**src/rtl/regfile_wb_arbiter.sv**
```systemverilog
// ============================================================================
// Module      : regfile_wb_arbiter
// Description : Round-robin arbiter that shares the register-file write port
//               between an ALU requester (req0) and a load requester (req1).
//               Uses a valid/ready handshake with one registered write stage.
//               Also drives read-hazard flags for the decode-stage rs/rt addresses.
//               Optional macro REGFILE_WB_BYPASS_EN adds forwarding outputs.
//               With the macro defined, an in-flight match raises fwd_x
//               instead of x_hazard.
// Revision    : 1.0 - initial release
// ============================================================================
`default_nettype none

module regfile_wb_arbiter #(
    parameter int DW = 32,
    parameter int AW = 5
) (
    input  logic          clk,
    input  logic          reset,
    input  logic          wb_stall,
    input  logic          req0_valid,
    input  logic [AW-1:0] req0_rd,
    input  logic [DW-1:0] req0_data,
    output logic          req0_ready,
    input  logic          req1_valid,
    input  logic [AW-1:0] req1_rd,
    input  logic [DW-1:0] req1_data,
    output logic          req1_ready,
    output logic          regwrite,
    output logic [AW-1:0] rd,
    output logic [DW-1:0] writedata,
    input  logic [AW-1:0] rs,
    input  logic [AW-1:0] rt,
`ifdef REGFILE_WB_BYPASS_EN
    output logic          fwd_a,
    output logic          fwd_b,
    output logic [DW-1:0] fwd_data,
`endif
    output logic          rs_hazard,
    output logic          rt_hazard
);

    localparam logic [AW-1:0] c_zero_reg = '0;

    // Index of the requester granted most recently; 1 at reset so req0 wins first.
    logic          r_last_grant;
    logic          r_regwrite;
    logic [AW-1:0] r_rd;
    logic [DW-1:0] r_writedata;

    logic          w_grant0;
    logic          w_grant1;

    // Round-robin grant: sole requester wins, contention goes to the one not granted last.
    always_comb begin
        w_grant0 = 1'b0;
        w_grant1 = 1'b0;
        if (!wb_stall) begin
            w_grant0 = req0_valid && (!req1_valid || r_last_grant);
            w_grant1 = req1_valid && (!req0_valid || !r_last_grant);
        end
    end

    assign req0_ready = w_grant0;
    assign req1_ready = w_grant1;

    // Write stage: capture the winning request; rd==0 writes are accepted but never enabled.
    always_ff @(posedge clk or posedge reset) begin
        if (reset) begin
            r_regwrite   <= 1'b0;
            r_rd         <= '0;
            r_writedata  <= '0;
            r_last_grant <= 1'b1;
        end else if (w_grant0) begin
            r_regwrite   <= (req0_rd != c_zero_reg);
            r_rd         <= req0_rd;
            r_writedata  <= req0_data;
            r_last_grant <= 1'b0;
        end else if (w_grant1) begin
            r_regwrite   <= (req1_rd != c_zero_reg);
            r_rd         <= req1_rd;
            r_writedata  <= req1_data;
            r_last_grant <= 1'b1;
        end else begin
            r_regwrite   <= 1'b0;
        end
    end

    assign regwrite  = r_regwrite;
    assign rd        = r_rd;
    assign writedata = r_writedata;

    // A requester that is transferring this cycle no longer counts as pending.
    function automatic logic pending_match(input logic [AW-1:0] addr);
        pending_match = (req0_valid && !w_grant0 && (req0_rd == addr)) ||
                        (req1_valid && !w_grant1 && (req1_rd == addr));
    endfunction

    function automatic logic inflight_match(input logic [AW-1:0] addr);
        inflight_match = r_regwrite && (r_rd == addr);
    endfunction

`ifdef REGFILE_WB_BYPASS_EN
    // In-flight writes are forwarded; only pending requests stall decode.
    always_comb begin
        fwd_a     = (rs != c_zero_reg) && inflight_match(rs);
        fwd_b     = (rt != c_zero_reg) && inflight_match(rt);
        fwd_data  = r_writedata;
        rs_hazard = (rs != c_zero_reg) && pending_match(rs);
        rt_hazard = (rt != c_zero_reg) && pending_match(rt);
    end
`else
    // Both pending and in-flight writes stall decode.
    always_comb begin
        rs_hazard = (rs != c_zero_reg) && (pending_match(rs) || inflight_match(rs));
        rt_hazard = (rt != c_zero_reg) && (pending_match(rt) || inflight_match(rt));
    end
`endif

endmodule

`default_nettype wire

```
**config.mk**
```make
export PLATFORM = sky130hd
export DESIGN_NAME = regfile_wb_arbiter
export DESIGN_NICKNAME = d
export VERILOG_FILES = /design/src/rtl/regfile_wb_arbiter.sv
export SDC_FILE = /design/constraint.sdc
export NUM_CORES = 1
export LEC_CHECK = 0
export CORE_ASPECT_RATIO = 0.75
export CORE_MARGIN = 1
export CORE_UTILIZATION = 37
export DETAILED_ROUTE_END_ITERATION = 12
export PLACE_DENSITY = 0.8
export REMOVE_ABC_BUFFERS = 1
export SLEW_MARGIN = 20
export SYNTH_ARGS = -nofsm -noshare
export SYNTH_HDL_FRONTEND = slang
export SYNTH_SLANG_ARGS = --single-unit
export TNS_END_PERCENT = 1
```
**constraint.sdc**
```tcl
create_clock -name clk -period 1.9 [get_ports clk]
set_clock_uncertainty 0.1 [all_clocks]
set_input_delay 0.38 -clock clk [delete_from_list [all_inputs] [get_ports clk]]
set_output_delay 0.38 -clock clk [all_outputs]
set_load 0.05 [all_outputs]
```
# --- Yosys cells after proc, flatten, opt, wreduce, memory -nomap -nowiden ---
# Cells that the tools add are included.
word_totals:
  reg_bits: 39
  latchBits: 0
  mem_bits_rw: 0
  romBits: 0
  input_bits: 89
  word_cells: 48
  n_memories: 0
op_classes:
  addsub: 0
  multipliers: 0
  div: 0
  magnitude_cmp: 0
  n_eq_ne: 6
  n_shift: 0
  muxes: 10
  bitwise: 0
  reduce_logical: 28
op_table:
  columns: ["cell", "n"]
  rows:
  - ["$mux W32", 2]
  - ["$eq A5 B5 Y1", 6]
  - ["$reduce_bool A5 Y1", 4]
  - ["$logic_and A1 B1 Y1", 12]
  - ["$mux W5", 2]
  - ["$logic_or A1 B1 Y1", 6]
  - ["$mux W1", 6]
  - ["$logic_not A1 Y1", 5]
  - ["$reduce_bool A2 Y1", 1]

# --- Logic depth before layout (Yosys ltp) ---
# Gate-level depths: netlist (run 1).
logic_depth:
  ltp_word: 10
  depth_mapped: 6

# --- Worst setup path after synthesis (run 1) ---
# OpenSTA, ideal clock, no wires.
synth_timing:
  path_kind: "register to output"
  start: "register r_rd[2], in the netlist rd[2]"
  end: "output rt_hazard"
  t_arrival_ns: 2.004
  slack_ns: -0.584
  stages_incl_launch_ff: 5
  cell_sequence: "dfrtp_1 xor2_1 nor4_1 a31oi_1 a21oi_1"
synth_via:
  elab_chain_cells: 4
synth_lines:
  columns: ["element", "line_no", "source"]
  rows:
  - ["start, declared", "48", "logic [AW-1:0] r_rd;"]
  - ["start signal, assigned", "76", "r_rd <= req0_rd;"]
  - ["start signal, assigned", "81", "r_rd <= req1_rd;"]
  - ["$eq A5 B5 Y1", "100", "inflight_match = r_regwrite && (r_rd == addr);"]
  - ["$logic_and A1 B1 Y1", "100", null]
  - ["$logic_or A1 B1 Y1", "116", "rt_hazard = (rt != c_zero_reg) && (pending_match(rt) || inflight_match(rt));"]
  - ["$logic_and A1 B1 Y1", "116", null]
  - ["end, declared", "40", "output logic rt_hazard"]
# No other way between the ends.

# --- Worst setup path after layout (run 1) ---
layout_timing:
  start: "input req0_rd[3]"
  end: "output rt_hazard"
layout_via:
  elab_chain_cells: 5
layout_lines:
  columns: ["element", "line_no", "source"]
  rows:
  - ["start, declared", "22", "input logic [AW-1:0] req0_rd,"]
  - ["$eq A5 B5 Y1", "95", "pending_match = (req0_valid && !w_grant0 && (req0_rd == addr)) ||"]
  - ["$logic_and A1 B1 Y1", "95", null]
  - ["$logic_or A1 B1 Y1", "95", null]
  - ["$logic_or A1 B1 Y1", "116", null]
  - ["$logic_and A1 B1 Y1", "116", null]
# No other way between the ends.

==> flow_summary.toml, run 1 <==
[global_routing]
grt-ovfl-total = 0
grt_pass1_vias = 2364
antenna_found_initial = 0
grt_use_total_pct = 24.3
grt_max_degree = 50
grt_pass1_wl_mm = 11.5

[sta]
fmax_mhz = 439
worst_pin_slew_ps = 337
slew_headroom_pct = 77.5
slew_viol_final = 0
finalSetupViolations = 3
fin_ws_ps = -377
hold_viol = 0
fin_crit_sh_pct = 120
rsz0062_at_grt = "yes"
fin_crit_ps = 2280
hold_slack_ps = 325

[placed_design]
hpwl_mm = 5.50
placed_area_um2 = 3770
io_buffers = 130
routabilityCongestion = 0.831

[worst_setup_path]
path_class = "in2out"
worstSetupEndpointType = "output port"
worstPathArrival_ps = 1800
startpoint_type = "primary input"
worstPathRequired_ps = 1420
crit_fanout = 3

[power_and_ir_drop]
ir_worst_vdd_mv = 0.436
power_leakage_uw = 0.00196
power_density_nw_per_um2 = 749

[cells_and_area]
areaGrowthSynthToFinish_pct = 84.7
regArea_um2 = 978
n_antenna_cell = 0
final_common_cell = "buf_4"
multiInputGateArea_um2 = 1220
fillerInstances = 420
design_area_um2 = 3990
drive_gt1_share_pct = 28.5
final_cell_mix = "buf_4, clkdlybuf4s50_1, dfrtp_1"
final_nets = 474

[synthesis]
synth-seq-area-share_pct = 45.2
avgSynthCellArea_um2 = 9.78
post-synth-top-area-cell = "dfrtp_1"
synth_area_leaders = "dfrtp_1, mux2i_1, o21ai_0"
ys_warn_count = 0
netlist_area_um2 = 2160
synth.distinct_cells = 22
syn_inst = 221
synth_seq_cells = 39
synth_top_area_share_pct = 44.0

[floorplanning]
dieArea_um2 = 6160
chipHeight_um = 68.2
ios = 131
die_x_um = 90.3
rows = 23
initial_core_util_pct = 39.3
coreArea_um2 = 5500

[route]
ant_nets = 0
drcViolationCount = 0
dr.first_iter.drc_count = 170
drt_wl_total_mm = 7.16
drt-wirelength-per-cell_um = 15.5
first_pass_iters = 4
avgViaCountPerCell = 4.91
vias = 2265

[status]
outcome = "finished, violations left"
failed_checks = "negative setup slack"

[hold_path]
hold_path.class = "in2async"

[job]
cap_violations = 0

[clock_tree]
holdBufCountCts = 0
cts_buffer_depth = 2
clkTransAtPathRegs_ps = 80
clock-root-buffer = "clkbuf_8"
cts.sinks = 39
cts.htree.levels = 2
cts_tree = "done"
insertion_delay_ps = 280
cts_inserted_buffers = 5
cell families after synthesis:
group | after synthesis | synth area share [%]
flops | 39 | 45.2
compound gates | 47 | 12.2
buf+inv | 18 | 3.65
xor+xnor | 30 | 12.2
simple gates | 54 | 11.6
mux | 33 | 15.3
Yosys cell counts:
master    count
o21bai_1      1
a21oi_1       4
buf_4         3
nand2b_1      2
nor2_1        3
o21ai_0      35
or4_1         6
a222oi_1      4
nand2_1      33
xor2_1       16
mux2i_1      33
a21o_1        1
a31oi_1       2
xnor2_1      14
nor4_1        4
inv_1         7
clkbuf_1      8
and2_1        1
dfrtp_1      38
nand2_2       1
dfstp_2       1
nand3_1       4
registers in the layout (all words and copies together), names as in the netlist:
register      cells
rd                5
r_last_grant      1
regwrite          1
writedata        32
worst paths after layout:
check                                          from  cells after the start                        end  slack (ps)
min reg2reg                writedata[3]$_DFFE_PP0P_                      2   writedata[3]$_DFFE_PP0P_         380
max reg2reg                r_last_grant$_DFFE_PP1P_                      8  writedata[11]$_DFFE_PP0P_         150
max in group asynchronous                     reset                      3   writedata[5]$_DFFE_PP0P_        1050
min                                           reset                      3          rd[0]$_DFFE_PP0P_         320
max                                      req0_rd[3]                      6                  rt_hazard        -380
min in group clk           writedata[3]$_DFFE_PP0P_                      2   writedata[3]$_DFFE_PP0P_         380
area by class of cell:
cell class                 instances  share of cell area, %
multi-input combinational        164                   30.5
sequential                        39                   24.5
clock buffer                       6                   2.07
timing repair buffer             168                   39.0
inverter                           7                  0.783
tap                               75                   2.35
clock inverter                     2                  0.877
stage by stage:
step                      setup TNS, ps  power, µW  utilization, %  std cells  setup slack, ps
after floorplan                  -47020       1680               -        210            -1220
after global placement            -3310       2240            68.6        451             -627
after detailed placement          -4330       2260            68.6        451             -707
after CTS                          -704       2990            72.3        461             -368
after global routing               -899       3120            72.7        461             -429
final                              -761       2990            72.7        461             -377
critical path, stage by stage:
cell	delay (ps)
dlygate4sd2_1	280
xnor2_1	150
nand3_1	90
or4_4	560
a21oi_4	190
buf_12	150
repair_timing:
action,4_1_cts,5_1_grt
gates resized for setup,50,4
pin swaps,17,0
buffers inserted,2,0
endpoints found under the setup margin,4,3
where the power goes:
part	internal (µW)	switching, µW	leakage [µW]
Sequential	944	81.5	0.000476
Clock	425	283	0.0000612
Combinational	518	738	0.00142
per-layer routing:
layer | vias up | track usage [%] | share of wire, %
li1 | 1101 | - | -
met4 | 0 | 7.86 | 1.6
met1 | 1047 | 30.9 | 43
met5 | - | 0 | 0
met3 | 13 | 6.89 | 8.7
met2 | 104 | 40.7 | 47
Note: power is estimated with default switching activity, not from simulation.
==> inputs of run 2 (changes only) <==
--- a/config.mk
+++ b/config.mk
@@ -5,11 +5,12 @@
 export SDC_FILE = /design/constraint.sdc
 export NUM_CORES = 1
 export LEC_CHECK = 0
+export ABC_AREA = 1
 export CORE_ASPECT_RATIO = 0.75
 export CORE_MARGIN = 1
-export CORE_UTILIZATION = 37
+export CORE_UTILIZATION = 39
 export DETAILED_ROUTE_END_ITERATION = 12
-export PLACE_DENSITY = 0.8
+export PLACE_DENSITY = 0.82
 export REMOVE_ABC_BUFFERS = 1
 export SLEW_MARGIN = 20
 export SYNTH_ARGS = -nofsm -noshare
==> run 2 against run 1 <==
Against the previous run:
- the run still ends with negative setup slack left
- final cell count grew 20%
- fmax grew 12%
- sequential power grew 9.7%
- first-iteration DRC count shrank 31%
- clock power shrank 12%
- hold slack gained 31 ps
- power grew 17%
- synthesized cell count grew 48%
- area after synthesis grew 7.0%
- flip-flop and latch count is the same
- register-to-register slack gained 20 ps
- sequential share of layout area grew 0.61 points
- critical path type is now reg2out
- largest cell class unchanged
- highest routed layer unchanged
==> flow_summary.toml, run 2 <==
[floorplanning]
dieArea_um2 = 6250
initial_core_util_pct = 41.9
rows = 23
chipHeight_um = 68.7
ios = 131
die_x_um = 90.9
coreArea_um2 = 5530

[cells_and_area]
drive_gt1_share_pct = 19.8
final_cell_mix = "nand2_1, clkdlybuf4s50_1, buf_4"
design_area_um2 = 3900
n_antenna_cell = 0
fin_cells = 555
fin_util_pct = 70.5
areaGrowthSynthToFinish_pct = 68.5
final_common_cell = "nand2_1"
largest_reg_flops = 32
final_nets = 568

[synthesis]
synth-seq-area-share_pct = 42.2
synth_top_area_share_pct = 41.1
synth_top_family_by_area = "simple AND/OR/NAND/NOR gates"
synth_seq_cells = 39
netlist_area_um2 = 2310
dominantRegCellSynth = "dfrtp_1"
async_flop_share_pct = 100
synth-simple-area-share_pct = 31.7
syn_inst = 328
ys_top_cells_by_count = "nand2_1, nor2_1, dfrtp_1, a31oi_1, inv_1"
synth-compound-area-share_pct = 12.8
synth_edf_count = 0
synth.distinct_cells = 20
avgSynthCellArea_um2 = 7.05
ys_warn_count = 0
synth_xor_area_share_pct = 4.54
synth-adder-area-share_pct = 0
synth_area_leaders = "dfrtp_1, nand2_1, a31oi_1"
muxShareOfSynthArea_pct = 0
post-synth-top-area-cell = "dfrtp_1"
synth.most_common_cell = "nand2_1"

[status]
failed_checks = "negative setup slack"
outcome = "finished, violations left"

[global_routing]
antenna_found_initial = 0
grt_pass1_vias = 2558
grt_max_degree = 40
grt-ovfl-total = 0
grt_use_total_pct = 25.0
grt_pass1_wl_mm = 12.1

[placed_design]
dp.cells = 546
routabilityCongestion = 0.904
placed_area_um2 = 3790
hpwl_mm = 6.21
io_buffers = 130
place_ws_ps = -295

[clock_tree]
cts_tree = "done"
clock-root-buffer = "clkbuf_8"
cts.htree.levels = 2
cts.sinks = 39
cts_buffer_depth = 2
clkTransAtPathRegs_ps = 80
insertion_delay_ps = 280
cts_inserted_buffers = 5

[power_and_ir_drop]
power_leakage_uw = 0.00186
power_density_nw_per_um2 = 895
ir_worst_vdd_mv = 0.745

[worst_setup_path]
worstPathRequired_ps = 1420
crit_fanout = 2
cpMaxStageDelayCell = "dfstp_2"
slowest_delay_ps = 560
worstPathArrival_ps = 1550
worstSetupEndpointType = "output port"
startpoint_type = "flop"
crit_chain = "nand2_2 > nand3_2 > nand2_2 > nor2_1 > nand2_1 > nand3_1 > nand2_1 > inv_2 > buf_12"
path_class = "reg2out"
cp_num_buf_inv = 2
cpLargestDelayFamily = "flip-flops"

[sta]
finalSetupViolations = 3
fin_crit_ps = 2030
worst_pin_slew_ps = 270
fin_crit_sh_pct = 107
hold_viol = 0
fmax_mhz = 493
slew_headroom_pct = 82.0
rsz0062_at_grt = "yes"
fin_ws_ps = -128
slew_viol_final = 0

[route]
drt-wirelength-per-cell_um = 14.2
drt_wl_total_mm = 7.86
vias = 2784
drcViolationCount = 0
first_pass_iters = 4
ant_nets = 0
dr.first_iter.drc_count = 118
avgViaCountPerCell = 5.02

[hold_path]
hold_path.class = "in2async"

[job]
cap_violations = 0
[run 2: cell count changes in the layout (fill, tap and decap cells not counted), moves of 8 or more]
cell and change:
o21ai_0 -25, buf_4 -10, a31oi_1 +32, xor2_1 -12, inv_1 +15, nand2_1 +84
dlygate4sd2_1 +8, mux2i_1 -33, nor2_1 +47
[run 2: path summary, 6_finish.rpt]
check | end | start | slack [ps] | cells past startpoint
min | writedata[28]$_DFFE_PP0P_ | reset | 360 | 3
max | rt_hazard | r_last_grant$_DFFE_PP1P_ | -130 | 9
min in group clk | r_last_grant$_DFFE_PP1P_ | r_last_grant$_DFFE_PP1P_ | 420 | 2
max reg2reg | writedata[21]$_DFFE_PP0P_ | r_last_grant$_DFFE_PP1P_ | 170 | 8
max in group asynchronous | r_last_grant$_DFFE_PP1P_ | reset | 1080 | 3
min reg2reg | r_last_grant$_DFFE_PP1P_ | r_last_grant$_DFFE_PP1P_ | 420 | 2
[run 2: layout make-up]
cell class / count / area [µm²]
clock inverter: 1 / 7.51
sequential: 39 / 978
timing repair buffer: 158 / 1470
clock buffer: 7 / 96.3
fill: 489 / 1630
inverter: 27 / 104
tap: 75 / 93.8
multi-input combinational: 248 / 1150
[run 2: through the flow]
stage                     total power [µW]  hold WS, ps  TNS, ps
final                                 3490          355     -302
after global routing                  3670          369     -490
after CTS                             3500          360     -260
after detailed placement              2880          408    -8400
after global placement                2860          403    -6420
after floorplan                       2150          383    -9690
[run 2: worst reg2reg max path: cells and delay by family (launching register included)]
family | cells | cell delay [ps]
flops | 1 | 560
compound gates | 1 | 180
buf+inv | 4 | 620
simple gates | 3 | 180
[run 2: where the power goes]
group | total (µW) | switching (µW) | internal [µW] | leakage (µW)
registers | 1130 | 121 | 1010 | 0.000438
clock network | 620 | 290 | 330 | 0.0000505
logic | 1740 | 1120 | 619 | 0.00137
[run 2: routing by layer]
metal	GRT usage (%)	up-vias	share of wire, %
met3	6.36	4	8.1
met2	44.0	119	48
li1	-	1360	-
met4	5.95	0	0.76
met1	31.5	1301	43
met5	0	-	0
[run 2: timing repair]
| action | CTS | global route |
|---|---|---|
| pin swaps | 4 | 6 |
| resized for setup | 32 | 6 |
| setup buffers | 0 | 1 |
| hold buffers | 0 | 0 |
| endpoints found under the setup margin | 4 | 3 |
| hold endpoints to repair | 0 | 0 |
[run 2: cell families after synthesis]
kind of cell | Yosys count
flip-flops | 39
buffers and inverters | 41
XOR/XNOR | 12
AND/OR/NAND/NOR | 188
AO/OA/AOI/OAI | 48
==> inputs of run 3 (changes only) <==
--- a/config.mk
+++ b/config.mk
@@ -7,9 +7,10 @@
 export LEC_CHECK = 0
 export ABC_AREA = 1
 export CORE_ASPECT_RATIO = 0.75
-export CORE_MARGIN = 1
+export CORE_MARGIN = 5
 export CORE_UTILIZATION = 39
 export DETAILED_ROUTE_END_ITERATION = 12
+export HOLD_SLACK_MARGIN = 0.1
 export PLACE_DENSITY = 0.82
 export REMOVE_ABC_BUFFERS = 1
 export SLEW_MARGIN = 20
==> run 3 against run 2 <==
Against the previous run:
- the flow still finishes with violations (negative setup slack)
- setup slack better by 2.9 ps
- power about the same
- sequential share of layout area down 0.29 points
- hold slack worse by 28 ps
- sequential power about the same
- flip-flop and latch count unchanged
- combinational power about the same
- critical path depth unchanged
- critical path type unchanged
- largest cell class unchanged
==> flow_summary.toml, run 3 (same netlist as run 2, synthesis figures left out) <==
[sta]
fin_crit_sh_pct = 107
fin_crit_ps = 2020
fmax_mhz = 494
finalSetupViolations = 4
slew_viol_final = 0
rsz0062_at_grt = "yes"
hold_viol = 0
slew_headroom_pct = 83.4
worst_pin_slew_ps = 249
fin_ws_ps = -125

[placed_design]
io_buffers = 130
placed_area_um2 = 3820
dp.cells = 550
hpwl_mm = 6.40
routabilityCongestion = 0.899

[clock_tree]
cts.sinks = 39
cts.htree.levels = 2
clock-root-buffer = "clkbuf_8"
cts_inserted_buffers = 5
cts_buffer_depth = 2
holdBufCountCts = 0
cts_tree = "done"
clkTransAtPathRegs_ps = 80
insertion_delay_ps = 290

[floorplanning]
coreArea_um2 = 5800
dieArea_um2 = 7590
chipHeight_um = 76.7
ios = 131
rows = 24
die_x_um = 98.9
initial_core_util_pct = 39.9

[cells_and_area]
multiInputGateArea_um2 = 1150
final_common_cell = "nand2_1"
final_nets = 570
n_antenna_cell = 0
fillerInstances = 490
drive_gt1_share_pct = 19.7
final_cell_mix = "nand2_1, clkdlybuf4s50_1, buf_4"
design_area_um2 = 3940
areaGrowthSynthToFinish_pct = 70.3
regArea_um2 = 977
fin_cells = 560
largest_reg_flops = 32

[hold_path]
hold_path.class = "in2async"

[worst_setup_path]
crit_fanout = 2
worstPathRequired_ps = 1420
rrSetupSlack_ps = 190
worstSetupStartpoint = "r_last_grant$_DFFE_PP1P_"
worstRegToRegCells = 8
startpoint_type = "flop"
worstPathArrival_ps = 1540
crit-reg2reg-capture = "writedata[31]$_DFFE_PP0P_"
timing.rr.start = "r_last_grant$_DFFE_PP1P_"
path_class = "reg2out"
setup.worst_path.end = "rt_hazard"
worstSetupEndpointType = "output port"

[route]
drt-wirelength-per-cell_um = 14.6
vias = 2733
dr.first_iter.drc_count = 155
drt_wl_total_mm = 8.18
ant_nets = 0
avgViaCountPerCell = 4.88
first_pass_iters = 5
drcViolationCount = 0

[power_and_ir_drop]
power_density_nw_per_um2 = 887
power_switching_uw = 1530
intPower_uw = 1970
ir_worst_vdd_mv = 0.502
p_comb_share_pct = 49.7
clkPwrFrac_pct = 18.1
power_leakage_uw = 0.00188
swShare_pct = 43.7
power_frac_seq_pct = 32.2

[job]
cap_violations = 0

[status]
outcome = "finished, violations left"
failed_checks = "negative setup slack"

[global_routing]
grt_pass1_wl_mm = 13.4
antenna_found_initial = 0
grt_use_total_pct = 21.6
grt_pass1_vias = 2719
grt_max_degree = 40
grt-ovfl-total = 0
[run 3: worst min-delay path by stage]
stage	end	slack [ps]
floorplan	r_last_grant$_DFFE_PP1P_	380
global placement	r_last_grant$_DFFE_PP1P_	410
detailed placement	r_last_grant$_DFFE_PP1P_	430
CTS	writedata[13]$_DFFE_PP0P_	330
global route	writedata[17]$_DFFE_PP0P_	360
finish	writedata[12]$_DFFE_PP0P_	330
[run 3: critical path, cell delays in order (launching register included)]
cell and delay (ps):
dfstp_2 540, nand2_1 70, nand3_2 110, nand2_4 70, nor2_1 90, nand2_1 60
nand3_1 60, nand2_1 60, inv_2 60, buf_12 130
[run 3: layout make-up]
type | count | share of cell area, %
Timing Repair Buffer | 160 | 38.1
Multi-Input combinational cell | 248 | 29.3
Sequential cell | 39 | 24.8
Inverter | 27 | 2.70
Tap cell | 78 | 2.48
Clock buffer | 7 | 2.45
Clock inverter | 1 | 0.191
[run 3: repair_timing]
| item | in CTS | in global routing |
|---|---|---|
| cloned | 0 | 0 |
| pin swaps | 2 | 3 |
| setup endpoints to repair | 4 | 4 |
| gates resized for setup | 36 | 2 |
| buffers inserted | 1 | 1 |
[run 3: stage by stage]
| stage | TNS, ps | utilization, % | power [µW] | hold slack, ps | setup slack [ps] |
|---|---|---|---|---|---|
| after global placement | -5880 | 65.9 | 2860 | 408 | -372 |
| after detailed placement | -7450 | 65.9 | 2880 | 428 | -345 |
| final | -362 | 68.0 | 3490 | 328 | -125 |
| after global routing | -704 | 68.0 | 3680 | 365 | -233 |
| after floorplan | -9690 | - | 2150 | 383 | -277 |
| after CTS | -249 | 67.7 | 3510 | 334 | -115 |
[run 3: per-layer routing]
metal	share of wire (%)	vias to the layer above	GRT usage [%]	wire [µm]
li1	-	1361	-	-
met1	45	1248	29.5	3650
met2	46	111	33.2	3730
met3	8.5	13	6.44	691
met4	1.4	0	5.59	111
met5	0	-	0	0
[run 3: power by group through the flow]
stage	Sequential [µW]	Clock, µW	Combinational [µW]
4_1_cts	1120	648	1740
2_1_floorplan	1750	0	395
6_report	1120	632	1740
3_3_place_gp	1130	0	1730
5_1_grt	1150	691	1840
3_5_place_dp	1140	0	1740
